--- src/rtl/uart_pkg.sv ---
// Shared types and helpers for the UART command receiver.
//   parity_e   : parity mode encoding used by the PARITY parameter
//   rx_state_e : receive FSM state encoding
//   calc_div   : clocks per oversample tick, rounded to nearest, minimum 1
//   maj3       : 2-of-3 majority vote used by the bit sampler
package uart_pkg;

  typedef enum logic [1:0] {
    PAR_NONE = 2'd0,
    PAR_EVEN = 2'd1,
    PAR_ODD  = 2'd2
  } parity_e;

  typedef enum logic [2:0] {
    ST_IDLE      = 3'd0,
    ST_START     = 3'd1,
    ST_DATA      = 3'd2,
    ST_PARITY    = 3'd3,
    ST_STOP      = 3'd4,
    ST_WAIT_IDLE = 3'd5
  } rx_state_e;

  function automatic int calc_div(input int clk_hz, input int baud, input int ovs);
    int d;
    d = (clk_hz + (baud * ovs) / 2) / (baud * ovs);
    if (d < 1) d = 1;
    return d;
  endfunction

  function automatic logic maj3(input logic a, input logic b, input logic c);
    return (a & b) | (a & c) | (b & c);
  endfunction

endpackage

--- src/rtl/sync_fifo.sv ---
// Single-clock first-word-fall-through FIFO.
//   clk, rst_n : clock, asynchronous active-low reset (pointers/level only)
//   push_i     : write wdata_i; refused when full unless a pop happens too
//   wdata_i    : write data
//   pop_i      : remove the head; ignored while empty
//   rdata_o    : head entry, forced to 0 while empty
//   full_o     : DEPTH entries held
//   empty_o    : no entries held
//   level_o    : entries held, 0..DEPTH
//   ovf_o      : push refused this cycle (full, no pop)
module sync_fifo #(
  parameter int WIDTH = 2,
  parameter int DEPTH = 4
) (
  input  logic                     clk,
  input  logic                     rst_n,
  input  logic                     push_i,
  input  logic [WIDTH-1:0]         wdata_i,
  input  logic                     pop_i,
  output logic [WIDTH-1:0]         rdata_o,
  output logic                     full_o,
  output logic                     empty_o,
  output logic [$clog2(DEPTH):0]   level_o,
  output logic                     ovf_o
);

  localparam int AW = $clog2(DEPTH);

  if (DEPTH < 2 || (DEPTH & (DEPTH - 1)) != 0) begin : g_param_err
    $error("sync_fifo: DEPTH must be a power of 2 and at least 2");
  end

  logic [AW-1:0]    wr_q, wr_d;
  logic [AW-1:0]    rd_q, rd_d;
  logic [AW:0]      lvl_q, lvl_d;
  logic [WIDTH-1:0] mem_q [DEPTH];
  logic             do_push, do_pop;

  always_comb begin
    empty_o = (lvl_q == '0);
    full_o  = (lvl_q == (AW+1)'(DEPTH));
    do_pop  = pop_i & ~empty_o;
    // A full FIFO still accepts a write when the head leaves in the same cycle.
    do_push = push_i & (~full_o | do_pop);
    ovf_o   = push_i & full_o & ~do_pop;
    wr_d    = do_push ? wr_q + AW'(1) : wr_q;
    rd_d    = do_pop  ? rd_q + AW'(1) : rd_q;
    lvl_d   = lvl_q;
    case ({do_push, do_pop})
      2'b10:   lvl_d = lvl_q + (AW+1)'(1);
      2'b01:   lvl_d = lvl_q - (AW+1)'(1);
      default: lvl_d = lvl_q;
    endcase
  end

  always_ff @(posedge clk or negedge rst_n) begin
    if (!rst_n) begin
      wr_q  <= '0;
      rd_q  <= '0;
      lvl_q <= '0;
    end else begin
      wr_q  <= wr_d;
      rd_q  <= rd_d;
      lvl_q <= lvl_d;
    end
  end

  always_ff @(posedge clk) begin
    if (do_push) mem_q[wr_q] <= wdata_i;
  end

  assign rdata_o = empty_o ? '0 : mem_q[rd_q];
  assign level_o = lvl_q;

endmodule

--- src/rtl/uart_cmd_rx.sv ---
// Oversampling UART receiver with tag check and command-code FIFO.
//   clk, rst_n   : clock, asynchronous active-low reset
//   rx           : serial line (asynchronous, idles high)
//   m_data       : FIFO head code, valid while m_valid
//   m_valid      : FIFO not empty
//   m_ready      : consumer takes the head this cycle
//   fifo_level   : entries held, 0..DEPTH
//   busy         : receive FSM not idle
//   err_frame    : pulse, stop bit sampled low
//   err_parity   : pulse, parity mismatch
//   err_tag      : pulse, tag field mismatch
//   err_overflow : pulse, good code dropped on a full FIFO
module uart_cmd_rx
  import uart_pkg::*;
#(
  parameter int               CLK_FREQ  = 50_000_000,
  parameter int               BAUD      = 9600,
  parameter int               OVS       = 16,
  parameter int               DATA_BITS = 8,
  parameter int               PARITY    = 0,
  parameter int               TAG_W     = 2,
  parameter logic [TAG_W-1:0] TAG       = 2'b01,
  parameter int               CODE_W    = 2,
  parameter int               DEPTH     = 4
) (
  input  logic                      clk,
  input  logic                      rst_n,
  input  logic                      rx,
  output logic [CODE_W-1:0]         m_data,
  output logic                      m_valid,
  input  logic                      m_ready,
  output logic [$clog2(DEPTH):0]    fifo_level,
  output logic                      busy,
  output logic                      err_frame,
  output logic                      err_parity,
  output logic                      err_tag,
  output logic                      err_overflow
);

  localparam int  DIV     = calc_div(CLK_FREQ, BAUD, OVS);
  localparam int  DIV_W   = (DIV > 1) ? $clog2(DIV) : 1;
  localparam int  PH_W    = $clog2(OVS);
  localparam int  BC_W    = $clog2(DATA_BITS);
  localparam bit  HAS_PAR = (PARITY != int'(PAR_NONE));
  localparam bit  ODD_PAR = (PARITY == int'(PAR_ODD));

  if (OVS < 8 || (OVS % 2) != 0 || DATA_BITS < 5 || DATA_BITS > 9 ||
      TAG_W + CODE_W > DATA_BITS || PARITY < 0 || PARITY > 2) begin : g_param_err
    $error("uart_cmd_rx: illegal parameter set");
  end

  rx_state_e           state_q, state_d;
  logic                rx_meta_q, rx_s_q, rx_prev_q;
  logic [DIV_W-1:0]    div_q, div_d;
  logic [PH_W-1:0]     ph_q, ph_d;
  logic [BC_W-1:0]     bcnt_q, bcnt_d;
  logic [1:0]          smp_q, smp_d;
  logic [DATA_BITS-1:0] shreg_q, shreg_d;
  logic [CODE_W-1:0]   code_q, code_d;
  logic                par_err_q, par_err_d;
  logic                push_q, push_d;
  logic                err_frame_q, err_frame_d;
  logic                err_parity_q, err_parity_d;
  logic                err_tag_q, err_tag_d;

  logic tick, dec, eob, sample, start_edge, last_data, tag_bad;
  logic restart, shift_en, par_en, frame_good, frame_bad;
  logic fifo_empty, fifo_full;

  // Synchroniser and edge detect. The flops clear to 0 so that the line must
  // be observed high after reset before any falling edge can count.
  always_ff @(posedge clk or negedge rst_n) begin
    if (!rst_n) begin
      rx_meta_q <= 1'b0;
      rx_s_q    <= 1'b0;
      rx_prev_q <= 1'b0;
    end else begin
      rx_meta_q <= rx;
      rx_s_q    <= rx_meta_q;
      rx_prev_q <= rx_s_q;
    end
  end

  assign start_edge = rx_prev_q & ~rx_s_q;
  assign tick       = (div_q == DIV_W'(DIV - 1));
  assign dec        = tick & (ph_q == PH_W'(OVS / 2 + 1));
  assign eob        = tick & (ph_q == PH_W'(OVS - 1));
  // The third vote is the live line at the decision tick.
  assign sample     = maj3(smp_q[0], smp_q[1], rx_s_q);
  assign last_data  = (bcnt_q == BC_W'(DATA_BITS - 1));
  assign tag_bad    = (shreg_q[TAG_W-1:0] != TAG);

  // FSM state register
  always_ff @(posedge clk or negedge rst_n) begin
    if (!rst_n) state_q <= ST_IDLE;
    else        state_q <= state_d;
  end

  // FSM next state
  always_comb begin
    state_d = state_q;
    case (state_q)
      ST_IDLE:      if (start_edge) state_d = ST_START;
      ST_START: begin
        if (dec && sample) state_d = ST_IDLE;
        else if (eob)      state_d = ST_DATA;
      end
      ST_DATA:      if (eob && last_data) state_d = HAS_PAR ? ST_PARITY : ST_STOP;
      ST_PARITY:    if (eob) state_d = ST_STOP;
      // Leave at the stop-bit midpoint to regain half a bit of margin.
      ST_STOP:      if (dec) state_d = sample ? ST_IDLE : ST_WAIT_IDLE;
      ST_WAIT_IDLE: if (rx_s_q) state_d = ST_IDLE;
      default:      state_d = ST_IDLE;
    endcase
  end

  // FSM outputs
  always_comb begin
    busy       = (state_q != ST_IDLE);
    restart    = (state_q == ST_IDLE) & start_edge;
    shift_en   = (state_q == ST_DATA) & dec;
    par_en     = (state_q == ST_PARITY) & dec;
    frame_good = (state_q == ST_STOP) & dec & sample;
    frame_bad  = (state_q == ST_STOP) & dec & ~sample;
  end

  // Sampler / datapath next state
  always_comb begin
    div_d = (restart || tick) ? '0 : div_q + DIV_W'(1);

    ph_d = ph_q;
    if (state_q == ST_IDLE) ph_d = '0;
    else if (tick)          ph_d = eob ? '0 : ph_q + PH_W'(1);

    smp_d = smp_q;
    if (tick && ph_q == PH_W'(OVS / 2 - 1)) smp_d[0] = rx_s_q;
    if (tick && ph_q == PH_W'(OVS / 2))     smp_d[1] = rx_s_q;

    bcnt_d = '0;
    if (state_q == ST_DATA) bcnt_d = eob ? bcnt_q + BC_W'(1) : bcnt_q;

    shreg_d = shift_en ? {sample, shreg_q[DATA_BITS-1:1]} : shreg_q;

    par_err_d = par_err_q;
    if (restart)     par_err_d = 1'b0;
    else if (par_en) par_err_d = sample ^ (^shreg_q) ^ ODD_PAR;

    // Priority: frame > parity > tag; exactly one outcome per character.
    err_frame_d  = frame_bad;
    err_parity_d = frame_good & par_err_q;
    err_tag_d    = frame_good & ~par_err_q & tag_bad;
    push_d       = frame_good & ~par_err_q & ~tag_bad;
    code_d       = frame_good ? shreg_q[TAG_W +: CODE_W] : code_q;
  end

  always_ff @(posedge clk or negedge rst_n) begin
    if (!rst_n) begin
      div_q        <= '0;
      ph_q         <= '0;
      bcnt_q       <= '0;
      par_err_q    <= 1'b0;
      push_q       <= 1'b0;
      err_frame_q  <= 1'b0;
      err_parity_q <= 1'b0;
      err_tag_q    <= 1'b0;
    end else begin
      div_q        <= div_d;
      ph_q         <= ph_d;
      bcnt_q       <= bcnt_d;
      par_err_q    <= par_err_d;
      push_q       <= push_d;
      err_frame_q  <= err_frame_d;
      err_parity_q <= err_parity_d;
      err_tag_q    <= err_tag_d;
    end
  end

  always_ff @(posedge clk) begin
    smp_q   <= smp_d;
    shreg_q <= shreg_d;
    code_q  <= code_d;
  end

  sync_fifo #(
    .WIDTH (CODE_W),
    .DEPTH (DEPTH)
  ) u_fifo (
    .clk     (clk),
    .rst_n   (rst_n),
    .push_i  (push_q),
    .wdata_i (code_q),
    .pop_i   (m_valid & m_ready),
    .rdata_o (m_data),
    .full_o  (fifo_full),
    .empty_o (fifo_empty),
    .level_o (fifo_level),
    .ovf_o   (err_overflow)
  );

  assign m_valid    = ~fifo_empty;
  assign err_frame  = err_frame_q;
  assign err_parity = err_parity_q;
  assign err_tag    = err_tag_q;

endmodule

--- config.mk ---
export PLATFORM = sky130hd
export DESIGN_NAME = uart_cmd_rx
export DESIGN_NICKNAME = d
export VERILOG_FILES = /design/src/rtl/uart_pkg.sv /design/src/rtl/sync_fifo.sv /design/src/rtl/uart_cmd_rx.sv
export SDC_FILE = /design/constraint.sdc
export NUM_CORES = 1
export LEC_CHECK = 0
export BUFFER_PORTS_ARGS = -buffer_cell sky130_fd_sc_hd__clkbuf_2
export CORE_MARGIN = 5
export CORE_UTILIZATION = 54
export DETAILED_ROUTE_END_ITERATION = 7
export PLACE_DENSITY_LB_ADDON = 0.25
export SYNTH_ARGS = -nofsm -noshare
export SYNTH_HDL_FRONTEND = slang
export SYNTH_SLANG_ARGS = --single-unit
--- constraint.sdc ---
create_clock -name clk -period 2.05 [get_ports clk]
set_clock_uncertainty 0.15 [all_clocks]
set_input_delay 0.3075 -clock clk [delete_from_list [all_inputs] [get_ports clk]]
set_output_delay 0.3075 -clock clk [all_outputs]
set_load 0.02 [all_outputs]
-- Yosys cells after proc, flatten, opt, wreduce, memory -nomap -nowiden
Memories as Yosys holds them, arrays and structs flattened.
Index checks and enable logic that the tools add are counted.
- bits in registers: 46
- RAM bits: 8
- input bits: 4
- output and inout bits: 11
- word-level logic and storage cells: 115
- memories: 1
- memory list (memory ; depth ; bits a word ; read ports ; clocked after Yosys merged registers in ; write ports ; line ; source):
    u_fifo.mem_q ; 4 ; 2 ; 1 ; 0 ; 1 ; sync_fifo.sv:36 ; logic [WIDTH-1:0] mem_q [DEPTH];
- add/sub/neg operators: 7
- equal/unequal tests: 22
- muxes and demuxes: 21
- bitwise gates (word level): 32
- reductions and logical operators: 13
- operators by type and width (cell ; count):
    $mux W3 ; 10
    $and A1 B1 Y1 ; 21
    $pmux W3 S6 ; 1
    $eq A3 B3 Y1 const B ; 4
    $eq A4 B4 Y1 const B ; 3
    $mux W4 ; 3
    $ne A2 B2 Y1 const B ; 6
    $add A9 B1 Y9 const B ; 1
    $eq A9 B9 Y1 const B ; 1
    $mux W9 ; 1
    $reduce_xor A8 Y1 ; 1
    $not A1 Y1 ; 7
    $add A3 B1 Y3 const B ; 2
    $eq A3 B2 Y1 const B ; 2
    $logic_not A3 Y1 ; 2
    $pmux W3 S2 ; 1
    $reduce_and A6 Y1 ; 1
    $reduce_bool A2 Y1 ; 3
    $add A2 B1 Y2 const B ; 2
    $add A4 B1 Y4 const B ; 1
    $eq A4 B3 Y1 const B ; 1
    $logic_and A1 B1 Y1 ; 4
    $mux W1 ; 4
    $eq A3 B1 Y1 const B ; 1
    10 further kinds ; 12

-- Longest topological paths before layout
Gate-level depths: netlist of run 1.
- depth in word-level cells: 8
- depth in mapped cells: 10

-- Modules after synthesis
A second synthesis of run 1 with hierarchy kept.
- cell total of the unflattened synthesis: 220
- area total of the unflattened synthesis: 2633.8 µm²
- modules (own cells, without submodules) (module ; instances ; cells each ; area each (µm²) ; sequential area each (µm²)):
    uart_cmd_rx ; 1 ; 157 ; 1814.2 ; 1036.0
    sync_fifo ; 1 ; 63 ; 819.5 ; 415.4

-- Least setup slack after synthesis of run 1
Ideal clock, no wire load.
- path kind: reg2reg
- from: register u_fifo.lvl_q[1], in the netlist u_fifo.level_o[1]
- to: register u_fifo.lvl_q[2], in the netlist u_fifo.level_o[2]
- library setup time: 80 ps
- data arrival time: 2071 ps
- required time: 1820 ps
- setup slack: -251 ps
- cell stages (with the launch flop): 11
- buffers on the path: 1
- clock period less this slack: 2301 ps
- cells stage by stage: dfrtp_1 nor4b_1 nor2b_1 clkbuf_1 inv_1 ha_1 inv_1 fa_1 xor2_1 nor2_1 xor2_1
- cells in the longest elaborated chain, start to end: 8
- elaborated cells on any way between the ends: 14
- those cells by class: 2 x add/sub; 3 x eq/ne; 1 x mux; 6 x bitwise; 2 x reduce/logical
- ends and longest elaborated chain (item ; line ; source):
    start, declared ; sync_fifo.sv:35 ; logic [AW:0] lvl_q, lvl_d;
    start signal, assigned ; sync_fifo.sv:64 ; lvl_q <= lvl_d;
    $logic_not A3 Y1 ; sync_fifo.sv:40 ; empty_o = (lvl_q == '0);
    $not A1 Y1 ; sync_fifo.sv:42, uart_cmd_rx.sv:200 ;
    $and A1 B1 Y1 ; uart_cmd_rx.sv:192 ; .pop_i (m_valid & m_ready),
    $and A1 B1 Y1 ; sync_fifo.sv:42 ; do_pop = pop_i & ~empty_o;
    $or A1 B1 Y1 ; sync_fifo.sv:44 ; do_push = push_i & (~full_o | do_pop);
    $and A1 B1 Y1 ; sync_fifo.sv:44 ;
    $eq A2 B1 Y1 or $eq A2 B2 Y1 (tied branches) ; sync_fifo.sv:49 ; case ({do_push, do_pop})
    $pmux W3 S2 or $reduce_bool A2 Y1 (tied branches) ; n/a ;
Parallel ways exist; a longest one is shown, timed or not.
A chain may end at the register's enable or synchronous reset.

-- Final worst setup path of run 1
- from: register ph_q[1]
- to: register code_q[0] (enable)
- cells in the longest elaborated chain, start to end: 4
- ends and longest elaborated chain (item ; line ; source):
    start, declared ; uart_cmd_rx.sv:55 ; logic [PH_W-1:0] ph_q, ph_d;
    start signal, assigned ; uart_cmd_rx.sv:168 ; ph_q <= ph_d;
    $eq A4 B4 Y1 ; uart_cmd_rx.sv:86 ; assign dec = tick & (ph_q == PH_W'(OVS / 2 + 1));
    $and A1 B1 Y1 ; uart_cmd_rx.sv:86 ;
    $and A1 B1 Y1 (2 in a row) ; uart_cmd_rx.sv:123 ; frame_good = (state_q == ST_STOP) & dec & sample;
    named net frame_good ; uart_cmd_rx.sv:67 ; logic restart, shift_en, par_en, frame_good, frame_bad;
    end signal, assigned ; uart_cmd_rx.sv:181 ; code_q <= code_d;
    end, declared ; uart_cmd_rx.sv:59 ; logic [CODE_W-1:0] code_q, code_d;
The timed path passes the listed nets, and every way through them passes these cells.

==> metrics.cfg, run 1 <==
[placed_design]
gp_congestion=0.886
postPlaceCellArea_mm2=0.00283
portBuffers=14
hpwl_mm=3.27

[timing]
layout_min_cycle_time_ns=2.10
rsz0062_at_grt=true
tightest_slew_ns=0.434
report.final.hold_viol_count=0
slew_headroom_pct=71.0
setup_viol=3
fmax_mhz=476
setup_ws_ns=-0.0506
drv_slew=0
holdWs_ns=0.209
period_share_pct=102

[route]
vias_per_cell=5.42
wl_mm=4.43
wl_per_cell_um=14.7
drt_iter0_markers=58
dr.pass1.iters=4
via_count=1631
drc=0
ant_nets=0

[logic_synthesis]
ys_ff_latch=54
synth_top_area_share_pct=33.9
synth_commonest_cells=34 x dfrtp_1, 22 x nor2_1, 20 x edfxtp_1
synthArstFlopShare_pct=63.0
yosysSeqAreaShare_pct=57.8
synth.distinct_cells=43
syn_area_per_cell_um2=12.4
ys_warn_count=0
netlist_area_mm2=0.00251
synthTopCellsByArea=dfrtp_1 34%, edfxtp_1 24%, ha_1 6.5%
yosysMostFrequentCell=dfrtp_1
synth_top_area_cell=dfrtp_1
synth_flop_cell=dfrtp_1
synth_cells=202
synth-edff-count=20
synth_nets=220

[floorplanning]
core_mm2=0.00444
die_h_um=78.2
rows=24
fp.dieW_um=78.2
start_util_pct=56.5
dieArea_mm2=0.00612
io_pins=15

[layout]
finalInstanceArea_mm2=0.00307
num-fill-cells=307
layout.nets=266
diodes=0
drive_gt1_share_pct=31.7
area_delta_synth_final_pct=22.4

[setup_path]
start_kind=flop
critPathMaxStageDelay_ns=0.47
crit_chain=inv_2 -> ha_4 -> nand3b_1 -> or3_4 -> or4_4 -> inv_4
crit_family=simple AND/OR/NAND/NOR gates
critPathMaxFanout=3
crit_buf_inv=2
arrival_ns=1.98
crit_required_ns=1.93
cp-end-kind=flop
slowest_stage=or4_4
path_class=flop to flop

[clock_tree]
clk_pin_slew_ns=0.10
cts_max_level=2
cts_buffer_depth=2
clk_latency_ns=0.30
cts_buffers=5
clockRootBuffer=clkbuf_8
cts_sinks=54
cts_tree=done

[run]
max_cap_violations=0

[global_route]
grt_pass1_vias=1776
antenna_found_initial=0
grt-ovfl-total=0
grt_pass1_wl_mm=7.80
gr-usage-all-layers_pct=16.0
grt_start_max_net_pins=21

[worst_hold_path]
hold_path_class=flop to flop

[outcome]
status=finished with violations
violations=negative setup slack

[pwr]
power_density_mw_per_mm2=724
max-vdd-ir-drop_mv=0.619
leakage_nw=1.31

## layer usage
layer / part of all wire, % / global-route usage [%] / vias to the layer above
li1: - / - / 788
met1: 42 / 18.4 / 805
met2: 53 / 28.5 / 27
met3: 3.2 / 4.23 / 11
met4: 2.2 / 6.29 / 0
met5: 0 / 0 / -
## cells in the final DEF, fill, tap and decap left out, drive strengths merged, types with 9 or more instances in the layout
cell type	n
dfrtp	34
buf	28
nor2	22
edfxtp	20
clkbuf	17
inv	16
ha	13
xnor2	12
nand2	10
and2	9
## worst paths after layout
check	from	cells past startpoint	slack, ns	endpoint
min in group asynchronous	rst_n	2	0.32	push_q
worst min-delay path	rx_meta_q	0	0.21	rx_s_q
worst max register to register	ph_q[1]	6	-0.05	code_q[0]
worst min register to register	rx_meta_q	0	0.21	rx_s_q
max in group asynchronous	rst_n	3	0.98	u_fifo.rd_q[0]
worst max-delay path	ph_q[1]	6	-0.05	code_q[0]
## through the flow
step           power, mW  worst slack (ns)  utilization (%)  std cells  setup TNS, ns
6_report            2.22           -0.0506             69.2        301         -0.138
5_1_grt             2.35            -0.158             69.2        301         -0.431
4_1_cts             2.24           -0.0499             67.5        298         -0.114
3_5_place_dp        1.64           -0.0758             63.6        284         -0.183
3_3_place_gp        1.61            0.0392             63.6        284              0
2_1_floorplan       1.50           -0.0791                -        202        -0.0923
## final cells by class
| type | count | area, µm² | area share, % |
|---|---|---|---|
| inverter | 15 | 58.8 | 1.91 |
| clock inverter | 3 | 25.0 | 0.814 |
| sequential | 54 | 1460 | 47.3 |
| clock buffer | 5 | 68.8 | 2.24 |
| tap | 52 | 65.1 | 2.12 |
| multi-input combinational | 130 | 1080 | 35.2 |
| timing repair buffer | 42 | 318 | 10.3 |
## cells by family after synthesis
kind of cell | count (synthesis) | share of synthesized area (%)
buffers and inverters | 18 | 2.69
multiplexers | 5 | 2.99
XOR/XNOR | 21 | 7.87
AND/OR/NAND/NOR | 72 | 16.5
adder cells (fa/ha/maj) | 15 | 7.67
flip-flops | 54 | 57.8
AO/OA/AOI/OAI | 17 | 4.48
## where the power goes
part           switching [mW]  internal, mW  leakage, nW  total, mW
clock                   0.348         0.247       0.0447      0.595
combinational           0.170         0.185        0.651      0.355
sequential             0.0840          1.19        0.615       1.27
total                   0.602          1.62         1.31       2.22
## worst register-to-register path, cell delays in order, from the launching register on
cell      delay (ns)
dfrtp_1         0.40
inv_2           0.08
ha_4            0.12
nand3b_1        0.10
or3_4           0.42
or4_4           0.47
inv_4           0.09
## sequential cells by signal (all words and copies together) (netlist names)
signal and count:
bcnt_q 3, code_q 2, div_q 9, err_frame 1, err_parity 1, err_tag 1, par_err_q 1, ph_q 4
push_q 1, rx_meta_q 1, rx_prev_q 1, rx_s_q 1, shreg_q 8, smp_q 2, state_q 3, u_fifo.level_o 3
u_fifo.mem_q 8, u_fifo.rd_q 2, u_fifo.wr_q 2
## what timing repair did
action,CTS,global route
pin swaps,1,8
hold buffers,2,0
gates resized for setup,7,17
buffers inserted,4,4
hold endpoints to repair,15,0
endpoints found under the setup margin,6,18
Power figures use the tool's default switching activity.
==> run 2: changes to the inputs <==
--- a/config.mk
+++ b/config.mk
@@ -5,11 +5,12 @@
 export SDC_FILE = /design/constraint.sdc
 export NUM_CORES = 1
 export LEC_CHECK = 0
-export BUFFER_PORTS_ARGS = -buffer_cell sky130_fd_sc_hd__clkbuf_2
 export CORE_MARGIN = 5
-export CORE_UTILIZATION = 54
+export CORE_UTILIZATION = 30
 export DETAILED_ROUTE_END_ITERATION = 7
+export DONT_BUFFER_PORTS = 1
 export PLACE_DENSITY_LB_ADDON = 0.25
 export SYNTH_ARGS = -nofsm -noshare
 export SYNTH_HDL_FRONTEND = slang
 export SYNTH_SLANG_ARGS = --single-unit
+export TNS_END_PERCENT = 100
==> metrics.cfg, run 2 (synthesis results as in run 1) <==
[route]
drt_iter0_markers=53
wl_per_cell_um=12.5
vias_per_cell=4.47
dr.pass1.iters=4
wl_mm=4.30
drc=0
via_count=1542
ant_nets=0

[timing]
fin_tns_setup_ns=-0.00308
drv_slew=0
tightest_slew_ns=0.374
setup_ws_ns=-0.00157
fmax_mhz=487
setup_viol=2
report.final.hold_viol_count=0
period_share_pct=100
layout_min_cycle_time_ns=2.05
slew_headroom_pct=75.0
rsz0062_at_grt=true

[pwr]
leakage_nw=1.24
netSwitchingPower_uw=597
p_seq_share_pct=55.8
clkPwrFrac_pct=26.3
p_sw_share_pct=26.6
max-vdd-ir-drop_mv=0.365
power_density_mw_per_mm2=731
p_int_mw=1.65
finalPower_mw=2.25
comb_power_share_pct=17.9

[setup_path]
timing.reg2reg.setup_slack_ns=-0.002
r2r_start=div_q[1]
cp-end-kind=flop
path_class=flop to flop
r2r-end=code_q[1]
r2r_cells=6
critical_path.startpoint=div_q[1]
start_kind=flop
cp-endpoint=code_q[1]
crit_required_ns=1.93
critPathMaxFanout=3
arrival_ns=1.93

[layout]
largest_register_ffs=9
num-fill-cells=803
final_cell_mix=32 x dfrtp_1, 30 x buf_4, 21 x nor2_1
finalInstanceArea_mm2=0.00308
layout.nets=257
final_common_cell=dfrtp_1
area_delta_synth_final_pct=22.4
final_cells=345
regMostFlops=div_q
diodes=0
reg.largest.list=div_q (9), shreg_q (8), u_fifo.mem_q (8)
multi_input_area_mm2=0.00108
regArea_mm2=0.00145
drive_gt1_share_pct=27.1

[clock_tree]
cts_max_level=2
clk_pin_slew_ns=0.10
clk_latency_ns=0.30
clockRootBuffer=clkbuf_8
cts_tree=done
cts_buffers=5
cts_sinks=54
cts_buffer_depth=2

[floorplanning]
core_mm2=0.00818
rows=33
start_util_pct=30.7
dieArea_mm2=0.0103
fp.dieW_um=102
io_pins=15
die_h_um=102

[global_route]
grt_start_max_net_pins=35
grt_pass1_vias=1625
grt_util_met2_pct=16.1
grt-ovfl-total=0
top_usage_layer=met2
antenna_found_initial=0
gr-usage-all-layers_pct=9.08
grt_pass1_wl_mm=7.40
met3_usage_pct=2.41
met1_usage_pct=10.8

[placed_design]
gp_congestion=0.780
postPlaceCellArea_mm2=0.00288
dp_cells=333
portBuffers=0
hpwl_mm=3.17

[run]
max_cap_violations=0

[outcome]
status=finished with violations
violations=negative setup slack

[worst_hold_path]
hold_path_class=input port to flop
min_path_cells=2

-- run 2: routing by layer --
layer / share of wire [%] / up-vias / wire length [µm]
met5: 0 / - / 0
met4: 0.40 / 0 / 17
met3: 4.7 / 3 / 203
met2: 51 / 23 / 2190
met1: 44 / 749 / 1890
li1: - / 767 / -
-- run 2: through the flow --
| stage | hold WS (ns) | setup WS [ns] | util [%] |
|---|---|---|---|
| after floorplan | -0.138 | -0.0791 | - |
| after global placement | -0.137 | 0.0287 | 35.3 |
| after detailed placement | -0.137 | 0.00397 | 35.3 |
| after CTS | 0.0900 | -0.0128 | 36.9 |
| after global routing | 0.0901 | -0.0897 | 37.6 |
| final | 0.101 | -0.00157 | 37.6 |
-- run 2: power by group through the flow --
| stage | logic (mW) | clock network (mW) | registers (mW) |
|---|---|---|---|
| after floorplan | 0.215 | 0 | 1.28 |
| after global placement | 0.380 | 0 | 1.27 |
| after detailed placement | 0.384 | 0 | 1.27 |
| after CTS | 0.408 | 0.623 | 1.25 |
| after global routing | 0.452 | 0.672 | 1.26 |
| final | 0.403 | 0.592 | 1.25 |
-- run 2: worst min path at each step --
| stage | start | to |
|---|---|---|
| after floorplan | rst_n | bcnt_q[0] |
| after global placement | rst_n | u_fifo.rd_q[1] |
| after detailed placement | rst_n | u_fifo.rd_q[1] |
| after CTS | m_ready | u_fifo.rd_q[0] |
| after global routing | m_ready | u_fifo.rd_q[0] |
| final | m_ready | u_fifo.rd_q[0] |
-- run 2: critical path, cell delays in order (launching register included) --
cell and delay [ns]:
dfrtp_1 0.40, inv_1 0.06, ha_2 0.18, nand4bb_4 0.11, or3_4 0.34, or4_4 0.46
inv_4 0.08
-- run 2: timing repair --
item / in CTS / in global routing
pin swaps: 0 / 3
endpoints found under the hold margin: 35 / 0
hold buffers: 3 / 0
endpoints found under the setup margin: 3 / 8
resized for setup: 0 / 12
buffers inserted: 1 / 0
-- run 2: final cells by class --
type / instances / share of cell area (%)
sequential: 54 / 47.3
clock buffer: 5 / 2.24
timing repair buffer: 33 / 8.62
inverter: 15 / 1.91
clock inverter: 3 / 0.651
tap: 105 / 4.27
multi-input combinational: 130 / 35.0
==> run 3: changes to the inputs <==
--- a/config.mk
+++ b/config.mk
@@ -5,6 +5,7 @@
 export SDC_FILE = /design/constraint.sdc
 export NUM_CORES = 1
 export LEC_CHECK = 0
+export ABC_AREA = 1
 export CORE_MARGIN = 5
 export CORE_UTILIZATION = 30
 export DETAILED_ROUTE_END_ITERATION = 7
@@ -13,4 +14,4 @@
 export SYNTH_ARGS = -nofsm -noshare
 export SYNTH_HDL_FRONTEND = slang
 export SYNTH_SLANG_ARGS = --single-unit
-export TNS_END_PERCENT = 100
+export TNS_END_PERCENT = 20
==> metrics.cfg, run 3 <==
[logic_synthesis]
synth_top_area_cell=dfrtp_1
synth_nets=306
synth_flop_cell=dfrtp_1
yosysSeqAreaShare_pct=54.2
netlist_area_mm2=0.00268
synth_commonest_cells=49 x nor2_1, 45 x inv_1, 44 x nand2_1
synth.distinct_cells=32
synth_cells=288
synth-edff-count=20
ys_ff_latch=54
synth_top_area_share_pct=31.8
ys_warn_count=0
syn_area_per_cell_um2=9.30
synthArstFlopShare_pct=63.0
synthTopCellsByArea=dfrtp_1 32%, edfxtp_1 22%, nor2_1 6.9%
yosysMostFrequentCell=nor2_1

[global_route]
grt_start_max_net_pins=35
grt_pass1_wl_mm=7.92
grt-ovfl-total=0
antenna_found_initial=0
gr-usage-all-layers_pct=8.75
grt_pass1_vias=1803

[route]
dr.pass1.iters=4
via_count=1832
drt_iter0_markers=64
drc=0
ant_nets=0
wl_per_cell_um=10.7
vias_per_cell=4.41
wl_mm=4.44

[clock_tree]
cts_buffers=5
cts_buffer_depth=2
cts_max_level=2
clk_latency_ns=0.31
cts_tree=done
clockRootBuffer=clkbuf_8
clk_pin_slew_ns=0.10
cts_sinks=54

[setup_path]
timing.reg2reg.setup_slack_ns=0.09
arrival_ns=2.01
path_class=flop to flop
crit_buf_inv=1
crit_required_ns=2.10
start_kind=flop
slowest_stage=dfrtp_2
crit_family=adder cells
crit_chain=nor2_4 -> nand3_2 -> nand2_4 -> ha_1 -> inv_1 -> fa_2 -> a21oi_1 -> o21ai_1 -> xor2_1
cp-end-kind=flop
critPathMaxStageDelay_ns=0.43
critPathMaxFanout=3

[layout]
layout.nets=324
final_cell_mix=47 x nor2_1, 45 x inv_1, 42 x nand2_1
regMostFlops=div_q
drive_gt1_share_pct=14.7
finalInstanceArea_mm2=0.00304
largest_register_ffs=9
diodes=0
reg.largest.list=div_q (9), shreg_q (8), u_fifo.mem_q (8)
regArea_mm2=0.00146
final_common_cell=nor2_1
multi_input_area_mm2=0.00108
area_delta_synth_final_pct=13.7
num-fill-cells=895

[floorplanning]
start_util_pct=30.7
fp.dieW_um=104
rows=34
dieArea_mm2=0.0109
io_pins=15
core_mm2=0.00872
die_h_um=104

[timing]
drv_slew=0
slew_headroom_pct=69.0
report.final.hold_viol_count=0
period_share_pct=95.5
layout_min_cycle_time_ns=1.96
setup_ws_ns=0.0929
tightest_slew_ns=0.466
rsz0062_at_grt=false
fmax_mhz=511
fin_tns_setup_ns=0
setup_viol=0

[pwr]
power_density_mw_per_mm2=1010
max-vdd-ir-drop_mv=0.351
leakage_nw=1.44
finalPower_mw=3.06

[placed_design]
portBuffers=0
gp_congestion=0.756
place_ws_ns=0.0344
hpwl_mm=3.34
postPlaceCellArea_mm2=0.00290

[worst_hold_path]
hold_path_class=input port to flop

[outcome]
status=finished clean

[run]
max_cap_violations=0

[run 3: cell count changes in the layout (fill, tap and decap cells not counted), sizes merged, moves of 3 or more]
cell   change
nand2     +43
inv       +33
nor2      +30
buf       -22
o21ai     +12
nand3     +10
xnor2     -10
and2       -9
a21oi      +4
xor2       -4
mux2i      -3
or4        -3
[run 3: worst paths after layout]
path,startpoint,end,depth (start not counted)
hold reg to reg,rx_meta_q,rx_s_q,0
max in group asynchronous,rst_n,u_fifo.level_o[1],2
setup reg to reg,u_fifo.level_o[1],u_fifo.level_o[2],9
setup / recovery,u_fifo.level_o[1],u_fifo.level_o[2],9
min in group asynchronous,rst_n,div_q[2],2
hold / removal,m_ready,u_fifo.rd_q[0],4
[run 3: logic make-up (layout without fill, tap and decap cells)]
| logic type | count (synthesis) | after routing | synth area share, % |
|---|---|---|---|
| DFF | 54 | 54 | 54.2 |
| adders and majority gates | 14 | 14 | 6.82 |
| buffers and inverters | 48 | 67 | 6.73 |
| AOI/OAI and AO/OA | 28 | 28 | 5.61 |
| xor gates and xnor gates | 6 | 6 | 1.96 |
| and+or+nand+nor | 138 | 138 | 24.7 |
[run 3: routing by layer]
layer  routed length, µm  GRT usage, %  part of all wire (%)
met3                 218          3.23                   4.9
met2                1930          13.9                    43
met4                  48          2.50                   1.1
met1                2240          11.1                    51
met5                   0             0                     0
[run 3: what timing repair did]
| action | 4_1_cts | 5_1_grt |
|---|---|---|
| hold buffers | 3 | 0 |
| setup buffers | 0 | 1 |
| resized for setup | 0 | 3 |
| hold endpoints to repair | 35 | 0 |
| endpoints found under the setup margin | 0 | 1 |
[run 3: layout make-up]
class	count	area share, %
flip-flops and latches	54	47.8
multi-input cells	186	35.4
inverters	48	5.92
well taps	108	4.44
repair buffers	11	3.29
clock buffers	5	2.26
clock inverters	3	0.863
[run 3: worst min-delay path, delay by kind of cell]
family                 cells  cell delay, ns
buffers and inverters      1            0.10
AND/OR/NAND/NOR            3            0.20
[run 3: stage by stage]
| stage | cells | hold slack (ns) | utilization (%) |
|---|---|---|---|
| after floorplan | 288 | -0.138 | - |
| after global placement | 403 | -0.136 | 33.2 |
| after detailed placement | 403 | -0.136 | 33.2 |
| after CTS | 414 | 0.158 | 34.8 |
| after global routing | 415 | 0.157 | 34.9 |
| final | 415 | 0.165 | 34.9 |
[run 3: power breakdown]
group          switching (mW)  internal [mW]
combinational           0.667          0.375
sequential              0.145           1.26
clock                   0.361          0.252
